$ cat src/rtl/wb_exc_ctrl_if.sv
// ----------------------------------------------------------------------------
// wb_exc_ctrl_if
//   Bundles the writeback-stage handshake, the exception/class flags carried
//   down the pipeline, the interrupt status read back from the CSR unit and
//   the one-cycle command bus that goes to the CSR unit.
//
//   master : the writeback exception controller (drives commands, wb_ready)
//   slave  : the pipeline/CSR side (drives instruction, flags, irq status)
//
//   Signals
//     wb_valid / wb_ready        instruction handshake
//     wb_pc, wb_vaddr            PC and memory virtual address
//     wb_ertn/idle/refetch       instruction class
//     f_*, d_*, m_*              fetch/decode/memory exception flags
//     ie, lie, is                CRMD.IE, local enables, interrupt status
//     is_exc/ertn/fetch_again/idle, excode, esubcode, badvaddr, csr_pc
//                                registered CSR command
//     flush_o, commit            pipeline squash, retire indication
// ----------------------------------------------------------------------------
interface wb_exc_ctrl_if #(
    parameter int ADDR_W = 32
);
    logic              wb_valid;
    logic              wb_ready;
    logic [ADDR_W-1:0] wb_pc;
    logic [ADDR_W-1:0] wb_vaddr;
    logic              wb_ertn, wb_idle, wb_refetch;
    logic              f_adef, f_tlbr, f_pif, f_ppi;
    logic              d_sys, d_brk, d_ine, d_ipe;
    logic              m_adem, m_ale, m_tlbr, m_pil, m_pis, m_ppi, m_pme;
    logic              ie;
    logic [11:0]       lie;
    logic [11:0]       is;
    logic              is_exc, is_ertn, is_fetch_again, is_idle;
    logic [5:0]        excode;
    logic [8:0]        esubcode;
    logic [ADDR_W-1:0] badvaddr;
    logic [ADDR_W-1:0] csr_pc;
    logic              flush_o;
    logic              commit;

    modport master (
        input  wb_valid, wb_pc, wb_vaddr, wb_ertn, wb_idle, wb_refetch,
               f_adef, f_tlbr, f_pif, f_ppi,
               d_sys, d_brk, d_ine, d_ipe,
               m_adem, m_ale, m_tlbr, m_pil, m_pis, m_ppi, m_pme,
               ie, lie, is,
        output wb_ready, is_exc, is_ertn, is_fetch_again, is_idle,
               excode, esubcode, badvaddr, csr_pc, flush_o, commit
    );

    modport slave (
        output wb_valid, wb_pc, wb_vaddr, wb_ertn, wb_idle, wb_refetch,
               f_adef, f_tlbr, f_pif, f_ppi,
               d_sys, d_brk, d_ine, d_ipe,
               m_adem, m_ale, m_tlbr, m_pil, m_pis, m_ppi, m_pme,
               ie, lie, is,
        input  wb_ready, is_exc, is_ertn, is_fetch_again, is_idle,
               excode, esubcode, badvaddr, csr_pc, flush_o, commit
    );
endinterface

$ cat src/rtl/wb_exc_ctrl.sv
// ----------------------------------------------------------------------------
// wb_exc_ctrl
//   Writeback-stage exception/interrupt arbiter. Accepts one instruction per
//   cycle, picks the highest-priority exception (interrupt first), and issues
//   a registered one-cycle command to the CSR unit. Owns the idle-wait state
//   and the post-redirect flush window.
//
//   Ports
//     clk      clock
//     reset    asynchronous active-high reset
//     bus      wb_exc_ctrl_if.master (handshake, flags, CSR command bus)
//     exc_cnt  (WB_EXC_STAT_EN only) number of is_exc commands issued
//     int_cnt  (WB_EXC_STAT_EN only) number of interrupt is_exc commands
//
//   Optional feature macro: WB_EXC_STAT_EN
// ----------------------------------------------------------------------------
module wb_exc_ctrl #(
    parameter int FLUSH_CYCLES = 2,
    parameter int ADDR_W       = 32
) (
    input  logic          clk,
    input  logic          reset,
    wb_exc_ctrl_if.master bus
`ifdef WB_EXC_STAT_EN
    ,
    output logic [31:0]   exc_cnt,
    output logic [31:0]   int_cnt
`endif
);
    typedef enum logic [1:0] {RUN, IDLE_WAIT, FLUSH} state_t;

    localparam logic [5:0] EC_INT  = 6'h00, EC_PIL = 6'h01, EC_PIS = 6'h02,
                           EC_PIF  = 6'h03, EC_PME = 6'h04, EC_PPI = 6'h07,
                           EC_ADE  = 6'h08, EC_ALE = 6'h09, EC_SYS = 6'h0B,
                           EC_BRK  = 6'h0C, EC_INE = 6'h0D, EC_IPE = 6'h0E,
                           EC_TLBR = 6'h3F;
    // Counter holds the remaining flush cycles after the current one.
    localparam logic [2:0] CNT_LOAD = 3'(FLUSH_CYCLES - 1);

    state_t            state_q, state_d;
    logic [2:0]        cnt_q, cnt_d;
    logic [ADDR_W-1:0] idle_pc_q, idle_pc_d;
    logic              ready_q, ready_d, flush_q, flush_d, commit_q, commit_d;
    logic              exc_q, exc_d, ertn_q, ertn_d, fa_q, fa_d, idl_q, idl_d;
    logic [5:0]        code_q, code_d;
    logic [8:0]        sub_q, sub_d;
    logic [ADDR_W-1:0] badv_q, badv_d, pc_q, pc_d;

    logic              accept, int_pend, exc_hit;
    logic [5:0]        exc_code;
    logic [8:0]        exc_sub;
    logic [ADDR_W-1:0] exc_badv;

    assign accept   = bus.wb_valid & ready_q;
    assign int_pend = bus.ie & (|(bus.lie & bus.is));

    // Synchronous exception priority: fetch, then decode, then memory.
    always_comb begin
        exc_hit  = 1'b1;
        exc_code = EC_INT;
        exc_sub  = '0;
        exc_badv = '0;
        if      (bus.f_adef) begin exc_code = EC_ADE;  exc_badv = bus.wb_pc; end
        else if (bus.f_tlbr) begin exc_code = EC_TLBR; exc_badv = bus.wb_pc; end
        else if (bus.f_pif)  begin exc_code = EC_PIF;  exc_badv = bus.wb_pc; end
        else if (bus.f_ppi)  begin exc_code = EC_PPI;  exc_badv = bus.wb_pc; end
        else if (bus.d_ine)  exc_code = EC_INE;
        else if (bus.d_ipe)  exc_code = EC_IPE;
        else if (bus.d_sys)  exc_code = EC_SYS;
        else if (bus.d_brk)  exc_code = EC_BRK;
        else if (bus.m_adem) begin
            exc_code = EC_ADE;  exc_sub = 9'd1; exc_badv = bus.wb_vaddr;
        end
        else if (bus.m_ale)  begin exc_code = EC_ALE;  exc_badv = bus.wb_vaddr; end
        else if (bus.m_tlbr) begin exc_code = EC_TLBR; exc_badv = bus.wb_vaddr; end
        else if (bus.m_pil)  begin exc_code = EC_PIL;  exc_badv = bus.wb_vaddr; end
        else if (bus.m_pis)  begin exc_code = EC_PIS;  exc_badv = bus.wb_vaddr; end
        else if (bus.m_ppi)  begin exc_code = EC_PPI;  exc_badv = bus.wb_vaddr; end
        else if (bus.m_pme)  begin exc_code = EC_PME;  exc_badv = bus.wb_vaddr; end
        else                 exc_hit = 1'b0;
    end

    always_comb begin
        state_d   = state_q;
        cnt_d     = cnt_q;
        idle_pc_d = idle_pc_q;
        ready_d   = 1'b1;
        flush_d   = 1'b0;
        commit_d  = 1'b0;
        exc_d     = 1'b0;
        ertn_d    = 1'b0;
        fa_d      = 1'b0;
        idl_d     = 1'b0;
        code_d    = '0;
        sub_d     = '0;
        badv_d    = '0;
        pc_d      = '0;
        unique case (state_q)
            RUN: begin
                if (accept) begin
                    pc_d = bus.wb_pc;
                    if (int_pend) begin
                        exc_d = 1'b1;
                        code_d = EC_INT;
                    end else if (exc_hit) begin
                        exc_d  = 1'b1;
                        code_d = exc_code;
                        sub_d  = exc_sub;
                        badv_d = exc_badv;
                    end else if (bus.wb_ertn) begin
                        ertn_d = 1'b1; commit_d = 1'b1;
                    end else if (bus.wb_refetch) begin
                        fa_d = 1'b1;   commit_d = 1'b1;
                    end else if (bus.wb_idle) begin
                        idl_d = 1'b1;  commit_d = 1'b1;
                    end else begin
                        commit_d = 1'b1;
                    end
                    if (idl_d) begin
                        state_d   = IDLE_WAIT;
                        idle_pc_d = bus.wb_pc;
                        ready_d   = 1'b0;
                        flush_d   = 1'b1;
                    end else if (exc_d | ertn_d | fa_d) begin
                        state_d = FLUSH;
                        cnt_d   = CNT_LOAD;
                        flush_d = 1'b1;
                    end
                end
            end
            IDLE_WAIT: begin
                ready_d = 1'b0;
                flush_d = 1'b1;
                if (int_pend) begin
                    // Wake-up interrupt reports the idle PC; CSR forms ERA = PC + 4.
                    exc_d   = 1'b1;
                    code_d  = EC_INT;
                    pc_d    = idle_pc_q;
                    state_d = FLUSH;
                    cnt_d   = CNT_LOAD;
                    ready_d = 1'b1;
                end
            end
            FLUSH: begin
                // Instructions accepted here are silently dropped.
                if (cnt_q == 3'd0) begin
                    state_d = RUN;
                end else begin
                    cnt_d   = cnt_q - 3'd1;
                    flush_d = 1'b1;
                end
            end
            default: state_d = RUN;
        endcase
    end

    always_ff @(posedge clk or posedge reset) begin
        if (reset) begin
            state_q   <= RUN;
            cnt_q     <= '0;
            idle_pc_q <= '0;
            ready_q   <= 1'b0;
            flush_q   <= 1'b0;
            commit_q  <= 1'b0;
            exc_q     <= 1'b0;
            ertn_q    <= 1'b0;
            fa_q      <= 1'b0;
            idl_q     <= 1'b0;
            code_q    <= '0;
            sub_q     <= '0;
            badv_q    <= '0;
            pc_q      <= '0;
`ifdef WB_EXC_STAT_EN
            exc_cnt   <= '0;
            int_cnt   <= '0;
`endif
        end else begin
            state_q   <= state_d;
            cnt_q     <= cnt_d;
            idle_pc_q <= idle_pc_d;
            ready_q   <= ready_d;
            flush_q   <= flush_d;
            commit_q  <= commit_d;
            exc_q     <= exc_d;
            ertn_q    <= ertn_d;
            fa_q      <= fa_d;
            idl_q     <= idl_d;
            code_q    <= code_d;
            sub_q     <= sub_d;
            badv_q    <= badv_d;
            pc_q      <= pc_d;
`ifdef WB_EXC_STAT_EN
            if (exc_d) exc_cnt <= exc_cnt + 32'd1;
            if (exc_d && code_d == EC_INT) int_cnt <= int_cnt + 32'd1;
`endif
        end
    end

    assign bus.wb_ready       = ready_q;
    assign bus.flush_o        = flush_q;
    assign bus.commit         = commit_q;
    assign bus.is_exc         = exc_q;
    assign bus.is_ertn        = ertn_q;
    assign bus.is_fetch_again = fa_q;
    assign bus.is_idle        = idl_q;
    assign bus.excode         = code_q;
    assign bus.esubcode       = sub_q;
    assign bus.badvaddr       = badv_q;
    assign bus.csr_pc         = pc_q;
endmodule

$ cat src/flat_wrapper.sv
// flat-port wrapper written by rule: the top's interface ports become plain ports
module wb_exc_ctrl_flat 
#(
    parameter int FLUSH_CYCLES = 2,
    parameter int ADDR_W       = 32
)
  (clk, reset, bus_wb_valid, bus_wb_pc, bus_wb_vaddr, bus_wb_ertn, bus_wb_idle, bus_wb_refetch, bus_f_adef, bus_f_tlbr, bus_f_pif, bus_f_ppi, bus_d_sys, bus_d_brk, bus_d_ine, bus_d_ipe, bus_m_adem, bus_m_ale, bus_m_tlbr, bus_m_pil, bus_m_pis, bus_m_ppi, bus_m_pme, bus_ie, bus_lie, bus_is, bus_wb_ready, bus_is_exc, bus_is_ertn, bus_is_fetch_again, bus_is_idle, bus_excode, bus_esubcode, bus_badvaddr, bus_csr_pc, bus_flush_o, bus_commit);
  wb_exc_ctrl_if #(.ADDR_W(ADDR_W)) bus_i ();
  input  logic clk;
  input  logic reset;
  input wire logic [$bits(bus_i.wb_valid)-1:0] bus_wb_valid;
  input wire logic [$bits(bus_i.wb_pc)-1:0] bus_wb_pc;
  input wire logic [$bits(bus_i.wb_vaddr)-1:0] bus_wb_vaddr;
  input wire logic [$bits(bus_i.wb_ertn)-1:0] bus_wb_ertn;
  input wire logic [$bits(bus_i.wb_idle)-1:0] bus_wb_idle;
  input wire logic [$bits(bus_i.wb_refetch)-1:0] bus_wb_refetch;
  input wire logic [$bits(bus_i.f_adef)-1:0] bus_f_adef;
  input wire logic [$bits(bus_i.f_tlbr)-1:0] bus_f_tlbr;
  input wire logic [$bits(bus_i.f_pif)-1:0] bus_f_pif;
  input wire logic [$bits(bus_i.f_ppi)-1:0] bus_f_ppi;
  input wire logic [$bits(bus_i.d_sys)-1:0] bus_d_sys;
  input wire logic [$bits(bus_i.d_brk)-1:0] bus_d_brk;
  input wire logic [$bits(bus_i.d_ine)-1:0] bus_d_ine;
  input wire logic [$bits(bus_i.d_ipe)-1:0] bus_d_ipe;
  input wire logic [$bits(bus_i.m_adem)-1:0] bus_m_adem;
  input wire logic [$bits(bus_i.m_ale)-1:0] bus_m_ale;
  input wire logic [$bits(bus_i.m_tlbr)-1:0] bus_m_tlbr;
  input wire logic [$bits(bus_i.m_pil)-1:0] bus_m_pil;
  input wire logic [$bits(bus_i.m_pis)-1:0] bus_m_pis;
  input wire logic [$bits(bus_i.m_ppi)-1:0] bus_m_ppi;
  input wire logic [$bits(bus_i.m_pme)-1:0] bus_m_pme;
  input wire logic [$bits(bus_i.ie)-1:0] bus_ie;
  input wire logic [$bits(bus_i.lie)-1:0] bus_lie;
  input wire logic [$bits(bus_i.is)-1:0] bus_is;
  output wire logic [$bits(bus_i.wb_ready)-1:0] bus_wb_ready;
  output wire logic [$bits(bus_i.is_exc)-1:0] bus_is_exc;
  output wire logic [$bits(bus_i.is_ertn)-1:0] bus_is_ertn;
  output wire logic [$bits(bus_i.is_fetch_again)-1:0] bus_is_fetch_again;
  output wire logic [$bits(bus_i.is_idle)-1:0] bus_is_idle;
  output wire logic [$bits(bus_i.excode)-1:0] bus_excode;
  output wire logic [$bits(bus_i.esubcode)-1:0] bus_esubcode;
  output wire logic [$bits(bus_i.badvaddr)-1:0] bus_badvaddr;
  output wire logic [$bits(bus_i.csr_pc)-1:0] bus_csr_pc;
  output wire logic [$bits(bus_i.flush_o)-1:0] bus_flush_o;
  output wire logic [$bits(bus_i.commit)-1:0] bus_commit;
  assign bus_i.wb_valid = bus_wb_valid;
  assign bus_i.wb_pc = bus_wb_pc;
  assign bus_i.wb_vaddr = bus_wb_vaddr;
  assign bus_i.wb_ertn = bus_wb_ertn;
  assign bus_i.wb_idle = bus_wb_idle;
  assign bus_i.wb_refetch = bus_wb_refetch;
  assign bus_i.f_adef = bus_f_adef;
  assign bus_i.f_tlbr = bus_f_tlbr;
  assign bus_i.f_pif = bus_f_pif;
  assign bus_i.f_ppi = bus_f_ppi;
  assign bus_i.d_sys = bus_d_sys;
  assign bus_i.d_brk = bus_d_brk;
  assign bus_i.d_ine = bus_d_ine;
  assign bus_i.d_ipe = bus_d_ipe;
  assign bus_i.m_adem = bus_m_adem;
  assign bus_i.m_ale = bus_m_ale;
  assign bus_i.m_tlbr = bus_m_tlbr;
  assign bus_i.m_pil = bus_m_pil;
  assign bus_i.m_pis = bus_m_pis;
  assign bus_i.m_ppi = bus_m_ppi;
  assign bus_i.m_pme = bus_m_pme;
  assign bus_i.ie = bus_ie;
  assign bus_i.lie = bus_lie;
  assign bus_i.is = bus_is;
  assign bus_wb_ready = bus_i.wb_ready;
  assign bus_is_exc = bus_i.is_exc;
  assign bus_is_ertn = bus_i.is_ertn;
  assign bus_is_fetch_again = bus_i.is_fetch_again;
  assign bus_is_idle = bus_i.is_idle;
  assign bus_excode = bus_i.excode;
  assign bus_esubcode = bus_i.esubcode;
  assign bus_badvaddr = bus_i.badvaddr;
  assign bus_csr_pc = bus_i.csr_pc;
  assign bus_flush_o = bus_i.flush_o;
  assign bus_commit = bus_i.commit;
  wb_exc_ctrl #(.FLUSH_CYCLES(FLUSH_CYCLES), .ADDR_W(ADDR_W)) u_core (.clk(clk), .reset(reset), .bus(bus_i));
endmodule
$ cat config.mk
export PLATFORM = sky130hd
export DESIGN_NAME = wb_exc_ctrl_flat
export DESIGN_NICKNAME = d
export VERILOG_FILES = /design/src/rtl/wb_exc_ctrl_if.sv /design/src/rtl/wb_exc_ctrl.sv /design/src/flat_wrapper.sv
export SDC_FILE = /design/constraint.sdc
export NUM_CORES = 1
export LEC_CHECK = 0
export BUFFER_PORTS_ARGS = -buffer_cell sky130_fd_sc_hd__buf_2
export CORE_AREA = 2 2 103 105
export DETAILED_ROUTE_END_ITERATION = 10
export DIE_AREA = 0 0 105 107
export PLACE_DENSITY = 0.79
export SLEW_MARGIN = 30
export SYNTH_ARGS = -nofsm -noshare
export SYNTH_HDL_FRONTEND = slang
export SYNTH_SLANG_ARGS = --single-unit
$ cat constraint.sdc
create_clock -name clk -period 3.6 [get_ports clk]
set_input_delay 0.36 -clock clk [delete_from_list [all_inputs] [get_ports clk]]
set_output_delay 0.36 -clock clk [all_outputs]
set_load 0.02 [all_outputs]
==> run metrics <==
clk slew on worst S/H paths 0.06 ns; Yosys cell types 42; top cell type's share of synthesized area about three fifths; RSZ-0062 raised after global routing no; crit start category register; worst-path maximum fanout 37; FILL cells around 840; CTS tree yes; starting density of the core 46.9%; clk sinks between 100 and 150; final hold vios 0; Final Max Slew Viols 0; sequential cell area fraction in the yosys report 60.3%; Pleak 0.00346 uW; site row count 37; # IOs 196; worst skew pair latency 0.49 ns; initial antenna violation count 0; Vias around 3,700; core box area 0.0101 sq mm; synth warn 0; # resized after CTS 0; number of global-route vias before repair approximately 3,700; Rel. slew slack 40.8%; layout cell share with drive strength beyond 1 46.2%; Worst Path Required 3.95 ns; P&R area growth vs syn 33.8%; crit-path max cell delay about 0.78 ns; hold_buf cts 0; largest cells by area after synthesis dfrtp_1 (60%), mux2_4 (8.9%), a22oi_1 (6.0%); HPWL after DPL ~7.5 mm; met1 GRT Util 26.1%; Starting DRT DRC Count 243; Final min period 2.58 ns; remaining global-route overflow 0; H-tree depth 4; clock buffer depth 2; CP endpoint kind register; Via-to-Cell Ratio approximately 5.2; setup TNS 0 ns; worst slack, placed 0.648 ns; FFs w/ async S/R, synth 100%; CP Depth 4; worst-margin pin slew 0.887 ns; die area approximately 0.011 sq mm; routed wire length approximately 11 mm; number of port buffers 187; largest net degree at the start of global routing 90; Worst Clk Skew around 0.0061 ns; clock buffer count from CTS 17; n_diodes 0; Post-CTS Setup Bufs 0; Crit Reg-Reg Startpoint u_core.state_q[1]; Die H approximately 110 um; CP cell instances nor3_2 -> buf_4 -> nand3_2 -> a211oi_1; Setup CP Type reg -> reg; Post-synth EDFFs 0; Max Freq 387 MHz; die width approximately 110 um; gpl congestion around 0.86; drt wl/cell 16.2 um; cells after synthesis 374; max-cap viol count 0; final core utilization 62.7%; Top FF cell, synth dfrtp_1; Bufs and invs on worst path 1; leading area contributor after synthesis dfrtp_1; busiest grt layer met2; Cell Area, Synth 0.00473 sq mm; r2r worst-path depth 4; delay-heaviest family, CP simple AND/OR/NAND/NOR gates; Power Density ~590 mW/mm^2; setup ws final 1.02 ns; Synth Register Bits 114; Critical R2R Capture u_core.bus.excode[2]; met2 usage a little over a third; DR pass1 iterations 4; post-layout net count 670; WHS approximately 0.023 ns; worst ir drop on vdd 0.386 mV; first-pass GRT wire length 18.3 mm; arrival time at the worst endpoint 2.94 ns; Worst Hold Class in -> async; Finish-stage setup viols 0; syn_area_per_cell 12.7 sq um; antenna-violating nets left 0; status finished clean; GR Layer Usage met3 4.19%; Final Cycle Share a little over 70%; Root Buffer clkbuf_8; global-route usage over all layers 20.6%; crit path max-delay cell type nand3_2; r2r setup slk slightly above 1 ns; DRC 0
==> kinds of logic after synthesis <==
| family | count (synthesis) | synth area share [%] |
|---|---|---|
| buffers and inverters | 39 | 4.47 |
| and+or+nand+nor | 87 | 8.49 |
| AOI/OAI and AO/OA | 99 | 16.3 |
| muxes | 32 | 9.84 |
| other | 1 | 0.0792 |
| DFF | 114 | 60.3 |
| adders and majority gates | 2 | 0.529 |
==> metal layers <==
metal / vias to the layer above / routed length [um]
met4: 0 / 111
met2: 178 / 5810
met1: 1803 / 4750
met5: - / 0
met3: 12 / 796
li1: 1714 / -
==> cells in the final DEF, fill, tap and decap left out, types with 4 or more instances in the layout <==
cell type	netlist	routed
buf_2	1	187
dfrtp_1	114	114
nor2_1	48	47
a22oi_1	38	38
a22o_1	32	32
mux2_4	28	28
clkbuf_16	0	16
nand2_1	10	10
nor3_1	11	10
conb_1	1	8
inv_1	6	5
o21ai_0	5	5
a21oi_1	4	4
mux2_2	4	4
clkinv_2	0	4
buf_4	9	4
==> where the power goes <==
part | total [uW] | switching (uW) | internal [uW]
combinational | 660 | 409 | 251
sequential | 1440 | 41.8 | 1400
clock | 1660 | 585 | 1070
total | 3750 | 1040 | 2720
==> worst register-to-register path: cells and delay by family (launching register included) <==
| family | cells | cell delay (ns) |
|---|---|---|
| DFF | 1 | 0.43 |
| and+or+nand+nor | 2 | 1.05 |
| buffers and inverters | 1 | 0.44 |
| AOI/OAI and AO/OA | 1 | 0.53 |
==> how the worst max path moves through the flow <==
stage                                        end  slack, ns         startpoint
after floorplan           u_core.bus.badvaddr[0]       0.22              reset
after global placement      u_core.idle_pc_q[15]       0.74         bus_f_adef
after detailed placement    u_core.bus.excode[2]       0.65         bus_lie[2]
after CTS                   u_core.bus.excode[2]       0.96  u_core.state_q[1]
after global routing        u_core.bus.excode[2]       0.84  u_core.state_q[1]
final                       u_core.bus.excode[2]       1.02  u_core.state_q[1]
==> synth_stat cells (3+ instances only) <==
cell type and n:
mux2_2 4, a22oi_1 38, clkbuf_1 19, nor4_1 3, buf_4 9, nor3_1 11
nand3_1 3, mux2_4 28, inv_1 6, a221oi_1 3, dfrtp_1 114, a22o_1 32
nor2_1 48, o21ai_0 5, a21oi_1 4, buf_6 4, nand2_1 10, o21a_1 3
==> sequential cells by signal, summed over array words and instances (netlist names) <==
signal and flops:
u_core.bus.esubcode 1, u_core.state_q 2, u_core.bus.wb_ready 1, u_core.bus.is_exc 1, u_core.bus.commit 1, u_core.bus.is_fetch_again 1
u_core.bus.is_ertn 1, u_core.bus.flush_o 1, u_core.cnt_q 3, u_core.bus.badvaddr 32, u_core.idle_pc_q 32, u_core.bus.csr_pc 32
u_core.bus.is_idle 1, u_core.bus.excode 5
==> layout make-up <==
cell class	instances	area, sq um	share of cell area, %
Clock buffer	19	432	6.82
Clock inverter	13	160	2.53
Inverter	6	27.5	0.435
Multi-Input combinational cell	228	1720	27.2
Sequential cell	114	2850	45.1
Tap cell	136	170	2.69
Timing Repair Buffer	191	966	15.3
==> metrics by stage <==
stage,cells,instance area [sq um],total power [uW]
finish,707,6330,3750
CTS,707,6330,3790
floorplan,381,4760,1870
global placement,675,5730,2090
global route,707,6330,3910
detailed placement,675,5740,2120
(Power assumes the default switching activity.)
